==> src/rtl/wifi_payload_builder_if.sv <==
// Byte/record handshake bundle between the payload builder and its neighbours.
// master = feeder + wifi_rtl side, slave = wifi_payload_builder.
interface wifi_payload_builder_if #(
  parameter int CNT_W = 8
);
  logic             wr_en;
  logic [CNT_W-1:0] wr_count;
  logic             wr_full;
  logic             overflow;
  logic [6:0]       rec_level;
  logic             start;
  logic             busy;
  logic             done;
  logic [7:0]       data_out;
  logic             data_out_valid;
  logic             data_accepted;
  logic             data_end;
  logic             send_post;

  modport master (
    output wr_en, wr_count, start, data_accepted,
    input  wr_full, overflow, rec_level, busy, done,
    input  data_out, data_out_valid, data_end, send_post
  );

  modport slave (
    input  wr_en, wr_count, start, data_accepted,
    output wr_full, overflow, rec_level, busy, done,
    output data_out, data_out_valid, data_end, send_post
  );
endinterface

==> src/rtl/wifi_payload_builder.sv <==
// Record FIFO + ASCII "II:CCC," serialiser feeding wifi_rtl (txclk domain).
// Define WIFI_PAYLOAD_CRLF_EN to terminate the payload with CR LF.
module wifi_payload_builder #(
  parameter int DEPTH = 16,
  parameter int CNT_W = 8
) (
  input  logic                  txclk,
  input  logic                  reset_n,
  wifi_payload_builder_if.slave bus
);
  localparam int PW = (DEPTH > 1) ? $clog2(DEPTH) : 1;
`ifdef WIFI_PAYLOAD_CRLF_EN
  localparam logic [2:0] LAST_B = 3'd7;
`else
  localparam logic [2:0] LAST_B = 3'd5;
`endif

  typedef enum logic [2:0] {
    IDLE, LOAD, EMIT, ENDP, POST, DONE
  } state_t;

  state_t state_q, state_d;

  logic [CNT_W-1:0] mem_q [DEPTH];
  logic [PW-1:0] wr_ptr_q, wr_ptr_d;
  logic [PW-1:0] rd_ptr_q, rd_ptr_d;
  logic [6:0] level_q, level_d;
  logic [6:0] batch_n_q, batch_n_d;
  logic [6:0] rec_idx_q, rec_idx_d;
  logic [2:0] byte_idx_q, byte_idx_d;
  logic       ovf_q, ovf_d;
  logic [4:0][7:0] dig_q, dig_d;

  logic       full, push, pop, start_ok;
  logic       is_last, fire, byte_done;
  logic [2:0] end_b;
  logic [7:0] cur_b;
  logic [31:0] cnt_w, idx_w;

  function automatic logic [PW-1:0] nxt(
    input logic [PW-1:0] p
  );
    return (p == PW'(DEPTH - 1)) ? '0 : p + 1'b1;
  endfunction

  assign full     = (level_q == 7'(DEPTH));
  assign push     = bus.wr_en && !full;
  assign pop      = (state_q == LOAD);
  assign start_ok = bus.start && (state_q == IDLE);
  assign is_last  = (rec_idx_q + 7'd1) >= batch_n_q;
  assign end_b    = is_last ? LAST_B : 3'd6;
  assign fire     = (state_q == EMIT) && bus.data_accepted;
  assign byte_done = fire && (byte_idx_q == end_b);

  assign bus.wr_full   = full;
  assign bus.overflow  = ovf_q;
  assign bus.rec_level = level_q;

  always_ff @(posedge txclk) begin
    if (push) mem_q[wr_ptr_q] <= bus.wr_count;
  end

  always_ff @(posedge txclk or negedge reset_n) begin
    if (!reset_n) begin
      state_q    <= IDLE;
      wr_ptr_q   <= '0;
      rd_ptr_q   <= '0;
      level_q    <= '0;
      batch_n_q  <= '0;
      rec_idx_q  <= '0;
      byte_idx_q <= '0;
      ovf_q      <= 1'b0;
      dig_q      <= '0;
    end else begin
      state_q    <= state_d;
      wr_ptr_q   <= wr_ptr_d;
      rd_ptr_q   <= rd_ptr_d;
      level_q    <= level_d;
      batch_n_q  <= batch_n_d;
      rec_idx_q  <= rec_idx_d;
      byte_idx_q <= byte_idx_d;
      ovf_q      <= ovf_d;
      dig_q      <= dig_d;
    end
  end

  always_comb begin
    state_d = state_q;
    unique case (state_q)
      IDLE: if (bus.start)
              state_d = (level_q == '0) ? DONE : LOAD;
      LOAD: state_d = EMIT;
      EMIT: if (byte_done)
              state_d = is_last ? ENDP : LOAD;
      ENDP: state_d = POST;
      POST: if (bus.data_accepted) state_d = DONE;
      DONE: state_d = IDLE;
      default: state_d = IDLE;
    endcase
  end

  // Digits come from the registered head entry and index, clamped to 3 digits.
  always_comb begin
    cnt_w = 32'(mem_q[rd_ptr_q]);
    if (cnt_w > 32'd999) cnt_w = 32'd999;
    idx_w = 32'(rec_idx_q);
  end

  always_comb begin
    wr_ptr_d   = wr_ptr_q;
    rd_ptr_d   = rd_ptr_q;
    batch_n_d  = batch_n_q;
    rec_idx_d  = rec_idx_q;
    byte_idx_d = byte_idx_q;
    ovf_d      = ovf_q;
    dig_d      = dig_q;
    if (push) wr_ptr_d = nxt(wr_ptr_q);
    if (pop)  rd_ptr_d = nxt(rd_ptr_q);
    level_d = level_q + 7'(push) - 7'(pop);
    if (start_ok) begin
      ovf_d     = 1'b0;
      batch_n_d = level_q;
      rec_idx_d = '0;
    end
    if (bus.wr_en && full) ovf_d = 1'b1;
    if (pop) begin
      byte_idx_d = '0;
      dig_d[0] = 8'(32'h30 + idx_w / 32'd10);
      dig_d[1] = 8'(32'h30 + idx_w % 32'd10);
      dig_d[2] = 8'(32'h30 + cnt_w / 32'd100);
      dig_d[3] = 8'(32'h30 + (cnt_w / 32'd10) % 32'd10);
      dig_d[4] = 8'(32'h30 + cnt_w % 32'd10);
    end else if (fire) begin
      byte_idx_d = byte_idx_q + 3'd1;
    end
    if (byte_done && !is_last) rec_idx_d = rec_idx_q + 7'd1;
  end

  always_comb begin
    cur_b = 8'h00;
    unique case (byte_idx_q)
      3'd0: cur_b = dig_q[0];
      3'd1: cur_b = dig_q[1];
      3'd2: cur_b = 8'h3A;
      3'd3: cur_b = dig_q[2];
      3'd4: cur_b = dig_q[3];
      3'd5: cur_b = dig_q[4];
`ifdef WIFI_PAYLOAD_CRLF_EN
      3'd6: cur_b = is_last ? 8'h0D : 8'h2C;
`else
      3'd6: cur_b = 8'h2C;
`endif
      3'd7: cur_b = 8'h0A;
    endcase
  end

  always_comb begin
    bus.busy           = (state_q != IDLE);
    bus.done           = 1'b0;
    bus.data_out       = 8'h00;
    bus.data_out_valid = 1'b0;
    bus.data_end       = 1'b0;
    bus.send_post      = 1'b0;
    unique case (1'b1)
      (state_q == EMIT): begin
        bus.data_out_valid = 1'b1;
        bus.data_out       = cur_b;
      end
      (state_q == ENDP): bus.data_end = 1'b1;
      (state_q == POST): begin
        bus.data_out_valid = 1'b1;
        bus.send_post      = 1'b1;
      end
      (state_q == DONE): bus.done = 1'b1;
      default: ;
    endcase
  end
endmodule

==> src/flat_wrapper.sv <==
// flat-port wrapper written by rule: the top's interface ports become plain ports
module wifi_payload_builder_flat 
#(
  parameter int DEPTH = 16,
  parameter int CNT_W = 8
)
  (txclk, reset_n, bus_wr_en, bus_wr_count, bus_start, bus_data_accepted, bus_wr_full, bus_overflow, bus_rec_level, bus_busy, bus_done, bus_data_out, bus_data_out_valid, bus_data_end, bus_send_post);
  wifi_payload_builder_if #(.CNT_W(CNT_W)) bus_i ();
  input  logic txclk;
  input  logic reset_n;
  input wire logic [$bits(bus_i.wr_en)-1:0] bus_wr_en;
  input wire logic [$bits(bus_i.wr_count)-1:0] bus_wr_count;
  input wire logic [$bits(bus_i.start)-1:0] bus_start;
  input wire logic [$bits(bus_i.data_accepted)-1:0] bus_data_accepted;
  output wire logic [$bits(bus_i.wr_full)-1:0] bus_wr_full;
  output wire logic [$bits(bus_i.overflow)-1:0] bus_overflow;
  output wire logic [$bits(bus_i.rec_level)-1:0] bus_rec_level;
  output wire logic [$bits(bus_i.busy)-1:0] bus_busy;
  output wire logic [$bits(bus_i.done)-1:0] bus_done;
  output wire logic [$bits(bus_i.data_out)-1:0] bus_data_out;
  output wire logic [$bits(bus_i.data_out_valid)-1:0] bus_data_out_valid;
  output wire logic [$bits(bus_i.data_end)-1:0] bus_data_end;
  output wire logic [$bits(bus_i.send_post)-1:0] bus_send_post;
  assign bus_i.wr_en = bus_wr_en;
  assign bus_i.wr_count = bus_wr_count;
  assign bus_i.start = bus_start;
  assign bus_i.data_accepted = bus_data_accepted;
  assign bus_wr_full = bus_i.wr_full;
  assign bus_overflow = bus_i.overflow;
  assign bus_rec_level = bus_i.rec_level;
  assign bus_busy = bus_i.busy;
  assign bus_done = bus_i.done;
  assign bus_data_out = bus_i.data_out;
  assign bus_data_out_valid = bus_i.data_out_valid;
  assign bus_data_end = bus_i.data_end;
  assign bus_send_post = bus_i.send_post;
  wifi_payload_builder #(.DEPTH(DEPTH), .CNT_W(CNT_W)) u_core (.txclk(txclk), .reset_n(reset_n), .bus(bus_i));
endmodule
==> config.mk <==
export PLATFORM = sky130hd
export DESIGN_NAME = wifi_payload_builder_flat
export DESIGN_NICKNAME = d
export VERILOG_FILES = /design/src/rtl/wifi_payload_builder_if.sv /design/src/rtl/wifi_payload_builder.sv /design/src/flat_wrapper.sv
export SDC_FILE = /design/constraint.sdc
export NUM_CORES = 1
export LEC_CHECK = 0
export BUFFER_PORTS_ARGS = -buffer_cell sky130_fd_sc_hd__buf_4
export CAP_MARGIN = 20
export CORE_MARGIN = 3
export CORE_UTILIZATION = 60
export DETAILED_ROUTE_END_ITERATION = 8
export PLACE_DENSITY = 0.77
export SLEW_MARGIN = 10
export SYNTH_ARGS = -nofsm -noshare
export SYNTH_HDL_FRONTEND = slang
export SYNTH_SLANG_ARGS = --single-unit
==> constraint.sdc <==
create_clock -name txclk -period 8 [get_ports txclk]
set_input_delay 0.4 -clock txclk [delete_from_list [all_inputs] [get_ports txclk]]
set_output_delay 0.4 -clock txclk [all_outputs]
set_load 0.01 [all_outputs]
==> metrics.md <==
| Metric | Value |
|---|---|
| Outcome | finished clean |
| Final period util | 88.25% |
| Worst slew pin tran | 1.003 ns |
| Register area share after synthesis | 50.24% |
| DR pass1 iterations | 5 |
| Final setup violating endpoints | 0 |
| Io pins | 35 |
| First-pass GRT wire length | 39830 um |
| Nets | 1058 |
| Vias in the first global route | 7502 |
| Synth warn | 0 |
| Die Height | 141.3 um |
| Die footprint | 0.01997 mm^2 |
| Num CTS Buffers | 17 |
| DR vias | 7870 |
| Metal3 WL | 1374 um |
| Max Used Layer | met4 |
| Post-CTS Repair Setup Buffers | 0 |
| Total congestion overflow | 0 |
| Worst slew margin | 32.78% |
| Antenna violations before repair | 0 |
| Worst-path maximum fanout | 18 |
| Total Wirelength | 24300 um |
| Final Hold Viols | 0 |
| Worst Clk Skew | 0.01144 ns |
| Fill cells | 1308 |
| Fraction of layout cells with a size suffix above 1 | 14.43% |
| Final Max Tran Viols | 0 |
| Setup TNS | 0 ns |
| HPWL after DPL | 16870 um |
| Crit Path Category | reg2reg |
| GRT Total Usage | 25.26% |
| PortBufs | 34 |
| Chip width | 141.3 um |
| Area growth from synthesis to layout | 8.996% |
| Period minus WS final | 7.060 ns |
| Initial drt markers | 647 |
| Synthesized area per cell | 11.17 um^2 |
| RSZ-0062 raised after global routing | false |
| Drt drc | 0 |
| Slowest CP cell | dfrtp_1 |
| Mapped cell area | 0.01099 mm^2 |
| Top post-synthesis cells by area | edfxtp_1 35%, dfrtp_1 15%, ha_1 5.1% |
| Quantity of gates resized following cts | 0 |
| Worst Setup Start Kind | flip-flop |
| Rows | 48 |
| Flops & latches, synth | 195 |
| Initial Util | 62.44% |
| Routability Congestion | 0.9674 |
| Wire length per cell | 19.64 um |
| Primary FF master, synth | edfxtp_1 |
| Commonest non-fill, non-tap cell in the layout | edfxtp_1 |
| Root buf cell | clkbuf_16 |
| Vias/cell | 6.362 |
| Critical path's top delay family | simple AND/OR/NAND/NOR gates |
| Worst-path clk slew | 0.07 ns |
| WP data required | 8.31 ns |
| Post-synth cell types | 93 |
| Maximum number of pins on one net before global-route repair | 68 |
| Max Cap Viol | 0 |
| Hold_buf cts | 0 |
| Asr flop ratio synth | 34.36% |
| H-tree depth | 4 |
| # diodes | 0 |
| Syn Inst Count | 984 |
| Met1 WL | 10650 um |
| Most used cell, CP | ha_1 |
| Crit path buffers/inverters | 4 |
| HP Class | in2async |
| Core area | 0.01760 mm^2 |
| Clock Latency Late Sink | 0.44 ns |
| Largest stage delay, worst path | 0.80 ns |
| Max Clk Rate | 141.6 MHz |
| Most frequent cells in the layout | 128 x edfxtp_1, 91 x nand2_1, 75 x nor2_1 |
| Crit end category | flip-flop |
| Critical Path AT | 7.37 ns |
| Clk buf depth | 2 |
| CTS tree | done |
| Yosys top cell by area | edfxtp_1 |
| Area share of the largest cell type after synthesis | 34.98% |
| Met2 WL | 11840 um |
| Syn Nets | 1043 |
| Clk sink count | 195 |
| Number of synthesized flops with an enable pin | 128 |
| Final ANT Viol Nets | 0 |
## final cells by class
class	count	area (um^2)	share of cell area, %
clock inverters	15	153.9	1.285
clock buffers	17	425.4	3.552
flip-flops and latches	195	5520	46.10
inverters	50	187.7	1.567
multi-input cells	690	5069	42.33
well taps	225	281.5	2.351
repair buffers	45	337.8	2.821
## final timing paths
check / from / endpoint / slack [ns] / depth (start not counted)
max: u_core.rd_ptr_q[2] / u_core.dig_q[30] / 0.94 / 28
min: reset_n / u_core.dig_q[28] / 0.07 / 1
max reg2reg: u_core.rd_ptr_q[2] / u_core.dig_q[30] / 0.94 / 28
min reg2reg: u_core.dig_q[32] / u_core.dig_q[32] / 0.48 / 2
max in group asynchronous: reset_n / u_core.bus.rec_level[5] / 7.35 / 1
min in group txclk: bus_wr_en / u_core.bus.overflow / 0.20 / 2
## flip-flops by register name (all words and copies together) (netlist names)
name	count
u_core.mem_q	128
u_core.dig_q	31
u_core.batch_n_q	7
u_core.bus.rec_level	7
u_core.rec_idx_q	7
u_core.rd_ptr_q	4
u_core.wr_ptr_q	4
u_core.byte_idx_q	3
u_core.state_q	3
u_core.bus.overflow	1
## cells in the mapped netlist, types with 7 or more instances
library cell / n
a211oi_1: 10
a21o_1: 7
a21oi_1: 36
a221oi_1: 7
a22oi_1: 14
a31oi_1: 15
and2_1: 8
and3_1: 11
buf_2: 7
clkbuf_1: 29
dfrtp_1: 67
edfxtp_1: 128
ha_1: 45
inv_1: 46
mux2_2: 7
mux2i_1: 29
mux4_2: 24
nand2_1: 91
nand2b_1: 11
nand3_1: 35
nor2_1: 75
nor2b_1: 13
nor3_1: 19
o211ai_1: 9
o21ai_0: 57
o21ai_1: 9
o22ai_1: 7
or2_2: 8
xnor2_1: 27
xor2_1: 7
## per-layer routing
metal | vias to the layer above | track usage [%]
li1 | 3714 | -
met1 | 3825 | 35.60
met2 | 291 | 41.08
met3 | 40 | 4.314
met4 | 0 | 6.884
met5 | - | 0
## metrics by stage
| stage | area [um^2] | hold WS [ns] | setup slack [ns] | util, % | std cells |
|---|---|---|---|---|---|
| finish | 11980 | 0.07187 | 0.9400 | 68.05 | 1237 |
| global route | 11980 | 0.1342 | 0.2865 | 68.05 | 1237 |
| CTS | 11980 | 0.1065 | 1.016 | 68.05 | 1237 |
| detailed placement | 11400 | 0.4666 | 1.043 | 64.76 | 1205 |
| global placement | 11400 | 0.4550 | 1.240 | 64.76 | 1205 |
| floorplan | 10990 | 0.1044 | 1.954 | - | 984 |
## worst reg2reg max path: cells and delay by family, from the launching register on
| kind | cells | cell delay [ns] |
|---|---|---|
| mux | 1 | 0.21 |
| buf+inv | 4 | 0.86 |
| simple gates | 10 | 2.31 |
| flops | 1 | 0.80 |
| xor+xnor | 1 | 0.13 |
| fa+ha+maj | 4 | 1.18 |
| compound gates | 8 | 1.46 |
## logic make-up after synthesis
kind of cell / synth area share [%]
compound gates: 15.07
xor+xnor: 2.710
fa+ha+maj: 5.762
buf+inv: 3.815
flops: 50.24
mux: 8.279
simple gates: 14.12
Power is left out: the tool's default activity adds up to more than one toggle a clock period on the data nets, which glitch-free logic cannot reach.
